**config.mk**
```make
export PLATFORM = sky130hd
export DESIGN_NAME = detector_job_arbiter
export DESIGN_NICKNAME = d
export VERILOG_FILES = /design/src/rtl/detector_job_arbiter.sv
export SDC_FILE = /design/constraint.sdc
export NUM_CORES = 1
export LEC_CHECK = 0
export ABC_AREA = 1
export CELL_PAD_IN_SITES_DETAIL_PLACEMENT = 1
export CELL_PAD_IN_SITES_GLOBAL_PLACEMENT = 2
export CORE_MARGIN = 4
export CORE_UTILIZATION = 22
export DETAILED_ROUTE_END_ITERATION = 7
export GPL_TIMING_DRIVEN = 0
export HOLD_SLACK_MARGIN = 0.02
export PLACE_DENSITY_LB_ADDON = 0.1
export SLEW_MARGIN = 20
export SYNTH_ARGS = -nofsm -noshare
export SYNTH_HDL_FRONTEND = slang
export SYNTH_SLANG_ARGS = --single-unit
export TNS_END_PERCENT = 20
```
**constraint.sdc**
```tcl
create_clock -name clk -period 1.8 [get_ports clk]
set_input_delay 0.18 -clock clk [delete_from_list [all_inputs] [get_ports clk]]
set_output_delay 0.18 -clock clk [all_outputs]
set_load 0.01 [all_outputs]
```
**src/rtl/detector_job_arbiter.sv**
```systemverilog
// detector_job_arbiter
// Shares one serial pattern detector among N requesters. A round-robin pick
// selects a job. The arbiter then clears the detector and shifts the job word
// in LSB-first. It counts the cycles where the detector reports a hit and
// returns that count to the consumer through a valid/ready response.
module detector_job_arbiter #(
  parameter  int N   = 4,
  parameter  int W   = 8,
  localparam int IDW = $clog2(N),
  localparam int HW  = $clog2(W + 1)
) (
  input  logic             clk,
  input  logic             reset,
  input  logic [N-1:0]     req,
  input  logic [N*W-1:0]   req_data,
  output logic [N-1:0]     ack,
  output logic             det_clr,
  output logic             det_in,
  input  logic             det_out,
  output logic             rsp_valid,
  input  logic             rsp_ready,
  output logic [IDW-1:0]   rsp_id,
  output logic [HW-1:0]    rsp_hits,
  output logic             busy
);

  // Bit-counter width. It never collapses to zero, even when W is 1.
  localparam int CW = (W > 1) ? $clog2(W) : 1;

  typedef enum logic [2:0] {
    S_IDLE,
    S_CLEAR,
    S_SHIFT,
    S_DRAIN,
    S_DONE
  } state_t;

  state_t           state_reg;
  logic [IDW-1:0]   rr_ptr_reg;
  logic [IDW-1:0]   id_reg;
  logic [W-1:0]     word_reg;
  logic [CW-1:0]    cnt_reg;
  logic [HW-1:0]    hits_reg;
  logic             det_clr_reg;
  logic             det_in_reg;
  logic             rsp_valid_reg;

  logic [2*N-1:0]   req_dbl;
  logic [N-1:0]     req_rot;
  logic             grant_found;
  logic [IDW-1:0]   grant_id;
  logic [IDW:0]     grant_sum;
  logic [W-1:0]     grant_word;

  // Rotate the requests so that bit 0 is the requester at rr_ptr.
  // The first set bit of req_rot is then the round-robin winner.
  assign req_dbl = {req, req};
  assign req_rot = req_dbl[rr_ptr_reg +: N];

  // Pick the first pending requester at or after rr_ptr, wrapping modulo N.
  // Also select that requester's word so it can be latched on grant.
  always_comb begin
    grant_found = 1'b0;
    grant_id    = '0;
    grant_sum   = '0;
    grant_word  = '0;
    for (int k = 0; k < N; k++) begin
      if (!grant_found && req_rot[k]) begin
        grant_found = 1'b1;
        grant_sum   = {1'b0, rr_ptr_reg} + (IDW+1)'(k);
        if (grant_sum >= (IDW+1)'(N)) begin
          grant_sum = grant_sum - (IDW+1)'(N);
        end
        grant_id = grant_sum[IDW-1:0];
      end
    end
    for (int j = 0; j < N; j++) begin
      if (grant_found && grant_id == IDW'(j)) begin
        grant_word = req_data[j*W +: W];
      end
    end
  end

  // Job sequencer: grant, clear the detector, shift the word, drain the last
  // detector sample, then hold the response until the consumer takes it.
  always_ff @(posedge clk) begin
    if (reset) begin
      state_reg     <= S_IDLE;
      rr_ptr_reg    <= '0;
      id_reg        <= '0;
      word_reg      <= '0;
      cnt_reg       <= '0;
      hits_reg      <= '0;
      det_clr_reg   <= 1'b0;
      det_in_reg    <= 1'b0;
      rsp_valid_reg <= 1'b0;
    end else begin
      case (state_reg)
        S_IDLE: begin
          if (grant_found) begin
            id_reg      <= grant_id;
            word_reg    <= grant_word;
            hits_reg    <= '0;
            det_clr_reg <= 1'b1;
            state_reg   <= S_CLEAR;
          end
        end
        S_CLEAR: begin
          det_clr_reg <= 1'b0;
          cnt_reg     <= '0;
          det_in_reg  <= word_reg[0];
          state_reg   <= S_SHIFT;
        end
        S_SHIFT: begin
          // The detector output lags det_in by one cycle.
          // Sampling starts on the second shift cycle for that reason.
          if (cnt_reg != '0) begin
            hits_reg <= hits_reg + HW'(det_out);
          end
          if (cnt_reg == CW'(W - 1)) begin
            det_in_reg <= 1'b0;
            state_reg  <= S_DRAIN;
          end else begin
            cnt_reg    <= cnt_reg + 1'b1;
            det_in_reg <= word_reg[cnt_reg + 1'b1];
          end
        end
        S_DRAIN: begin
          hits_reg      <= hits_reg + HW'(det_out);
          rsp_valid_reg <= 1'b1;
          state_reg     <= S_DONE;
        end
        S_DONE: begin
          if (rsp_ready) begin
            rsp_valid_reg <= 1'b0;
            rr_ptr_reg    <= (id_reg == IDW'(N - 1)) ? '0 : id_reg + 1'b1;
            state_reg     <= S_IDLE;
          end
        end
        default: begin
          state_reg <= S_IDLE;
        end
      endcase
    end
  end

  // The retire pulse coincides with the response handshake cycle.
  generate
    for (genvar gi = 0; gi < N; gi++) begin : g_ack
      assign ack[gi] = (state_reg == S_DONE) && rsp_ready && (id_reg == IDW'(gi));
    end
  endgenerate

  assign det_clr   = det_clr_reg;
  assign det_in    = det_in_reg;
  assign rsp_valid = rsp_valid_reg;
  assign rsp_id    = id_reg;
  assign rsp_hits  = hits_reg;
  assign busy      = (state_reg != S_IDLE);

endmodule

```
[Word level (Yosys, flattened, before mapping)]
Index checks and enable logic that the tools add are counted.
W data, S select, Z words.
Cells by class
  add/sub/neg operators: 10
  reductions and logical operators: 31
  equality and inequality tests: 16
  shift operators: 1
  $lt $le $gt $ge: 5
  mux-type cells: 34
Operator list (count)
  $mux W8: 4
  $mux W2: 9
  $pmux W3 S5: 1
  $logic_and A1 B1 Y1: 12
  $mux W3: 4
  $pmux W4 S3: 1
  $ne A2 B2 Y1 const B: 5
  $reduce_and A2 Y1: 5
  $ge A3 B3 Y1 const B: 3
  $reduce_bool A3 Y1: 3
  $eq A2 B2 Y1 const B: 4
  $mux W1: 8
  $mux W4: 2
  $shiftx A8 B3 Y4: 1
  $sub A2 B1 Y2 const B: 4
  $add A2 B2 Y3 const B: 2
  $eq A3 B2 Y1 const B: 2
  $eq A3 B3 Y1 const B: 2
  $pmux W1 S2: 3
  $pmux W3 S2: 1
  $reduce_and A3 Y1: 2
  $reduce_bool A2 Y1: 3
  $add A4 B1 Y4: 1
  $eq A2 B1 Y1 const B: 2
  other kinds (10): 13
Storage, ports and cells
  flip-flop bits (word level): 25
  bits of input ports: 40

[Depth between registers and ports, before layout]
  depth after elaboration: 17
  mapped depth: 15
  gate-level depth less buffers: 15

[Worst setup path after synthesis]
No wires, ideal clock.
  path kind: reg2reg
  from: register rr_ptr_reg[0]
  to: register hits_reg[2] (netlist: rsp_hits[2])
  clock period less this slack: 1666 ps
  stages on the path, launching flop included: 12
  path buffers: 1
  arrival: 1531 ps
  path slack: 134 ps
  cells stage by stage: dfxtp_1 > buf_6 > nand2_1 > nand3_2 > nand2_2 > nor2_4 > nand4_4 > or2_1 > nand2_2 > inv_1 > nand3_1 > a21oi_2
Between the ends
  cells in the longest elaborated chain, start to end: 13
RTL lines
  start, declared: line 39  | logic [IDW-1:0] rr_ptr_reg;
  start signal, assigned: line 136  | rr_ptr_reg <= (id_reg == IDW'(N - 1)) ? '0 : id_reg + 1'b1;
  $shiftx A8 B3 Y4 *: line 58  | assign req_rot = req_dbl[rr_ptr_reg +: N];
  $mux W1: line 68  | if (!grant_found && req_rot[k]) begin
  $logic_not A1 Y1: line 68
  $logic_and A1 B1 Y1: line 68
  $mux W1: line 68
  $logic_not A1 Y1: line 68
  $logic_and A1 B1 Y1: line 68
  $mux W1: line 68
  $logic_not A1 Y1: line 68
  $logic_and A1 B1 Y1: line 68
  $mux W1 *: line 68
  $ne A2 B2 Y1 (no source line) *
  $reduce_and A3 Y1 (no source line) *
  end signal, assigned: line 118  | hits_reg <= hits_reg + HW'(det_out);
  end signal, assigned: line 129  | hits_reg <= hits_reg + HW'(det_out);
  end, declared: line 43  | logic [HW-1:0] hits_reg;
Mark *: on every way between the ends. The rest lies on a longest branch, timed or not.
A chain may end at the register's enable or synchronous reset.

[Worst setup path after layout]
  from: register rr_ptr_reg[0]
  to: register word_reg[4]
Between the ends
  cells in the longest elaborated chain, start to end: 17
RTL lines
  $shiftx A8 B3 Y4: line 58
  $mux W1: line 68
  $logic_not A1 Y1: line 68
  $logic_and A1 B1 Y1: line 68
  $mux W1: line 68
  $logic_not A1 Y1: line 68
  $logic_and A1 B1 Y1: line 68
  $mux W1: line 68
  $logic_not A1 Y1: line 68
  $logic_and A1 B1 Y1: line 68
  $mux W2: line 68
  $logic_not A2 Y1: line 78  | if (grant_found && grant_id == IDW'(j)) begin
  $logic_and A1 B1 Y1: line 78
  $mux W8 (4 in series): line 78
  end signal, assigned: line 102  | word_reg <= grant_word;
  end, declared: line 41  | logic [W-1:0] word_reg;
Several ways; a longest one is shown, not always the timed one.

==> results.md <==
* Status: complete, but fails checks
* Failing checks: negative setup slack
* Max IR drop VDD at 0.000275 V
* Root buffer cell: clkbuf_8
* Top-Level Pins at 54
* Crit start category: flop
* Net Count, Synth at 326
* Initial antenna violation count at 0
* GRT met1 Usage at 0.167
* Critical Path, Cell by Cell: inv_4, buf_4, nand2_1, nand3_2, nand2_4, inv_1, nand3_1, nand3_2, buf_6, o21ai_0, nand3_1, nand2_2, nand2_1
* Worst reg-to-reg path cell count at 13
* Ys Warns at 0
* M3 GR Usage at 0.0304
* Gr ovfl total at 0
* Fillcell total at 980
* Antenna cells at 0
* ANT nets after route at 0
* Synth unique cells at 33
* Sequential element share of the synthesized area at 0.275
* Slowest cell on crit path: dfxtp_4
* Port Buffers at 52
* Worst Hold End: rr_ptr_reg[0]
* Die width at 99.0 um
* Clock buffer depth at 2
* Tot GR Track Use at 0.129
* Post-synth EDFFs at 0
* Final setup margin at -0.0233 ns
* Kind of end point of the critical path: flop
* Cell area after layout at 2830 um2
* Crit Reg-Reg Endpoint: word_reg[4]
* Setup CP Type: reg -> reg
* Switching Fraction at 0.382
* HP Class: in -> reg
* Setup slack, reg-to-reg at -0.02 ns
* # DRC at 0
* Prevailing post-synth register cell: dfxtp_1
* Die height at 99.0 um
* Final Cycle Share at 1.01
* Slowest Stage Delay on Critical Path at 0.38 ns
* Part of the power in combinational logic at 0.432
* Top Usage Layer GRT: met2
* Clock skew at 0.00294 ns
* P&R area growth vs syn at 55.5%
* Largest net degree at the start of global routing at 15
* Post-synth top area share at 0.275
* CTS tree: built
* Req. time, crit path at 1.98 ns
* Top post-synthesis cells by area: dfxtp_1 27%, nand2_1 15%, inv_1 8.6%
* Post-synth ARST share at 0
* Routed vias at 2057
* Most used standard cell by instance count after synthesis: nand2_1
* Post-DP Area at 2470 um2
* Final GP Congestion at 0.759
* Max_cap viols at 0
* Min cycle time layout at 1.82 ns
* DRT Pass-1 Iters at 4
* Internal Power at 1130 uW
* Reg2reg start: rr_ptr_reg[0]
* Commonest cells in the netlist: 74 x nand2_1, 42 x inv_1, 27 x nand3_1
* Slew @ Worst Pin at 0.627 ns
* Global-route wire length before repair at 10400 um
* Routed vias/inst at 4.53
* Relative slew margins at 0.582
* Grt met2 use at 0.218
* Initial core utilization at 0.231
* Hold Vio Cnt, Final at 0
* Row cnt at 32
* Utilization after layout at 0.359
* Hold Path Depth at 2
* Worst-Skew Late Latency at 0.27 ns
* Top cell type by total area after synthesis: dfxtp_1
* Layout cells sized above 1 at 0.230
* P_sw at 700 uW
* Crit path max-delay family: simple AND/OR/NAND/NOR gates
* Vias in the first global route at 2184
* Net count, final at 402
* Clock power share at 0.188
* HPWL after DPL at 4630 um
* Synthesized instance count at 277
* Clk sink count at 25
* HP Start: reset
* CTS H-tree depth at 1
* Detailed Route WL at 6020 um
* Achievable frequency at 548 MHz
* CTS Hold Bufs at 0
* Reg clk slew, reported paths at 0.09 ns
* TritonCTS Buffers at 3
* Per-instance average area after synthesis at 6.58 um2
* Synth Register Bits at 25
* Max Transition Viols Final at 0
* Setup violators final at 2
* WP data arrival at 2.00 ns
* Pwr Density at 646 nW/um2
* DR WL/cell at 13.2 um
* CP Buf/Inv Count at 4
* Initial DRC Count at 26
* Register share of total power at 0.380
* CORE AREA at 7890 um2
* Max reg flops at 8
* CP max FO at 10
* Leak at 0.00134 uW
* Mapped Area at 1820 um2
* Die area at 9810 um2
* RSZ-0062 raised after global routing: yes
[power by group through the flow]
stage          Sequential [uW]  Clock, uW  Combinational (uW)
6_report                   696        343                 791
5_1_grt                    710        385                 903
4_1_cts                    694        370                 777
3_5_place_dp               706          0                 718
3_3_place_gp               705          0                 713
2_1_floorplan              697          0                 437
[cells by family after synthesis]
group / Yosys count / share of synthesized area
xor gates and xnor gates: 3 / 0.0144
DFF: 25 / 0.275
AOI/OAI and AO/OA: 40 / 0.134
and+or+nand+nor: 148 / 0.394
muxes: 1 / 0.00549
buffers and inverters: 51 / 0.116
adders and majority gates: 9 / 0.0618
[layout by cell type, fill, tap and decap left out, types with 6 or more instances in the layout]
cell / instances
nand2_2: 14
inv_1: 38
ha_1: 9
nor2_1: 13
nand2_1: 58
nor2_4: 7
nand3_1: 23
buf_4: 19
a21oi_1: 13
o21ai_0: 8
dfxtp_1: 21
nand2_4: 6
nand4_1: 12
clkdlybuf4s50_1: 46
[routing by layer]
layer | wire length (um) | vias to the layer above
li1 | - | 1057
met1 | 2730 | 950
met2 | 2930 | 43
met3 | 303 | 7
met4 | 60 | 0
met5 | 0 | -
[worst max path at each step]
stage	slack (ns)	from	cells past startpoint	to
after CTS	-0.09	rr_ptr_reg[0]	15	word_reg[1]
after detailed placement	-0.51	req[3]	13	word_reg[4]
final	-0.02	rr_ptr_reg[0]	13	word_reg[4]
after floorplan	0.13	rr_ptr_reg[0]	11	rsp_hits[2]
after global routing	-0.17	rr_ptr_reg[0]	14	word_reg[3]
after global placement	-0.49	req[3]	13	word_reg[5]
[worst register-to-register path, cell delays in order, from the launching register on]
cell,delay (ns)
dfxtp_4,0.38
inv_4,0.05
buf_4,0.13
nand2_1,0.09
nand3_2,0.10
nand2_4,0.12
inv_1,0.07
nand3_1,0.09
nand3_2,0.10
buf_6,0.16
o21ai_0,0.17
nand3_1,0.12
nand2_2,0.10
nand2_1,0.05
[through the flow]
stage          setup slack (ns)  power [uW]  hold WS (ns)  instances  setup TNS, ns
2_1_floorplan             0.134        1130         0.400        277              0
3_3_place_gp             -0.489        1420         0.443        431          -6.83
3_5_place_dp             -0.507        1420         0.439        431          -6.79
4_1_cts                 -0.0896        1840         0.321        451         -0.504
5_1_grt                  -0.171        2000         0.338        454          -1.49
6_report                -0.0233        1830         0.318        454        -0.0314
[layout make-up]
class	instances	area (um2)	area share
Multi-Input combinational cell	201	1250	0.442
Buffer	6	56.3	0.0199
Inverter	45	174	0.0614
Tap cell	102	128	0.0450
Sequential cell	25	508	0.179
Clock buffer	3	41.3	0.0146
Clock inverter	1	5.00	0.00177
Timing Repair Buffer	71	671	0.237
[timing repair]
item / in CTS / in global routing
hold endpoints to repair: 0 / 0
setup endpoints to repair: 21 / 21
resized for setup: 25 / 35
pin swaps: 18 / 18
buffers inserted: 16 / 3
(Power assumes the default switching activity.)
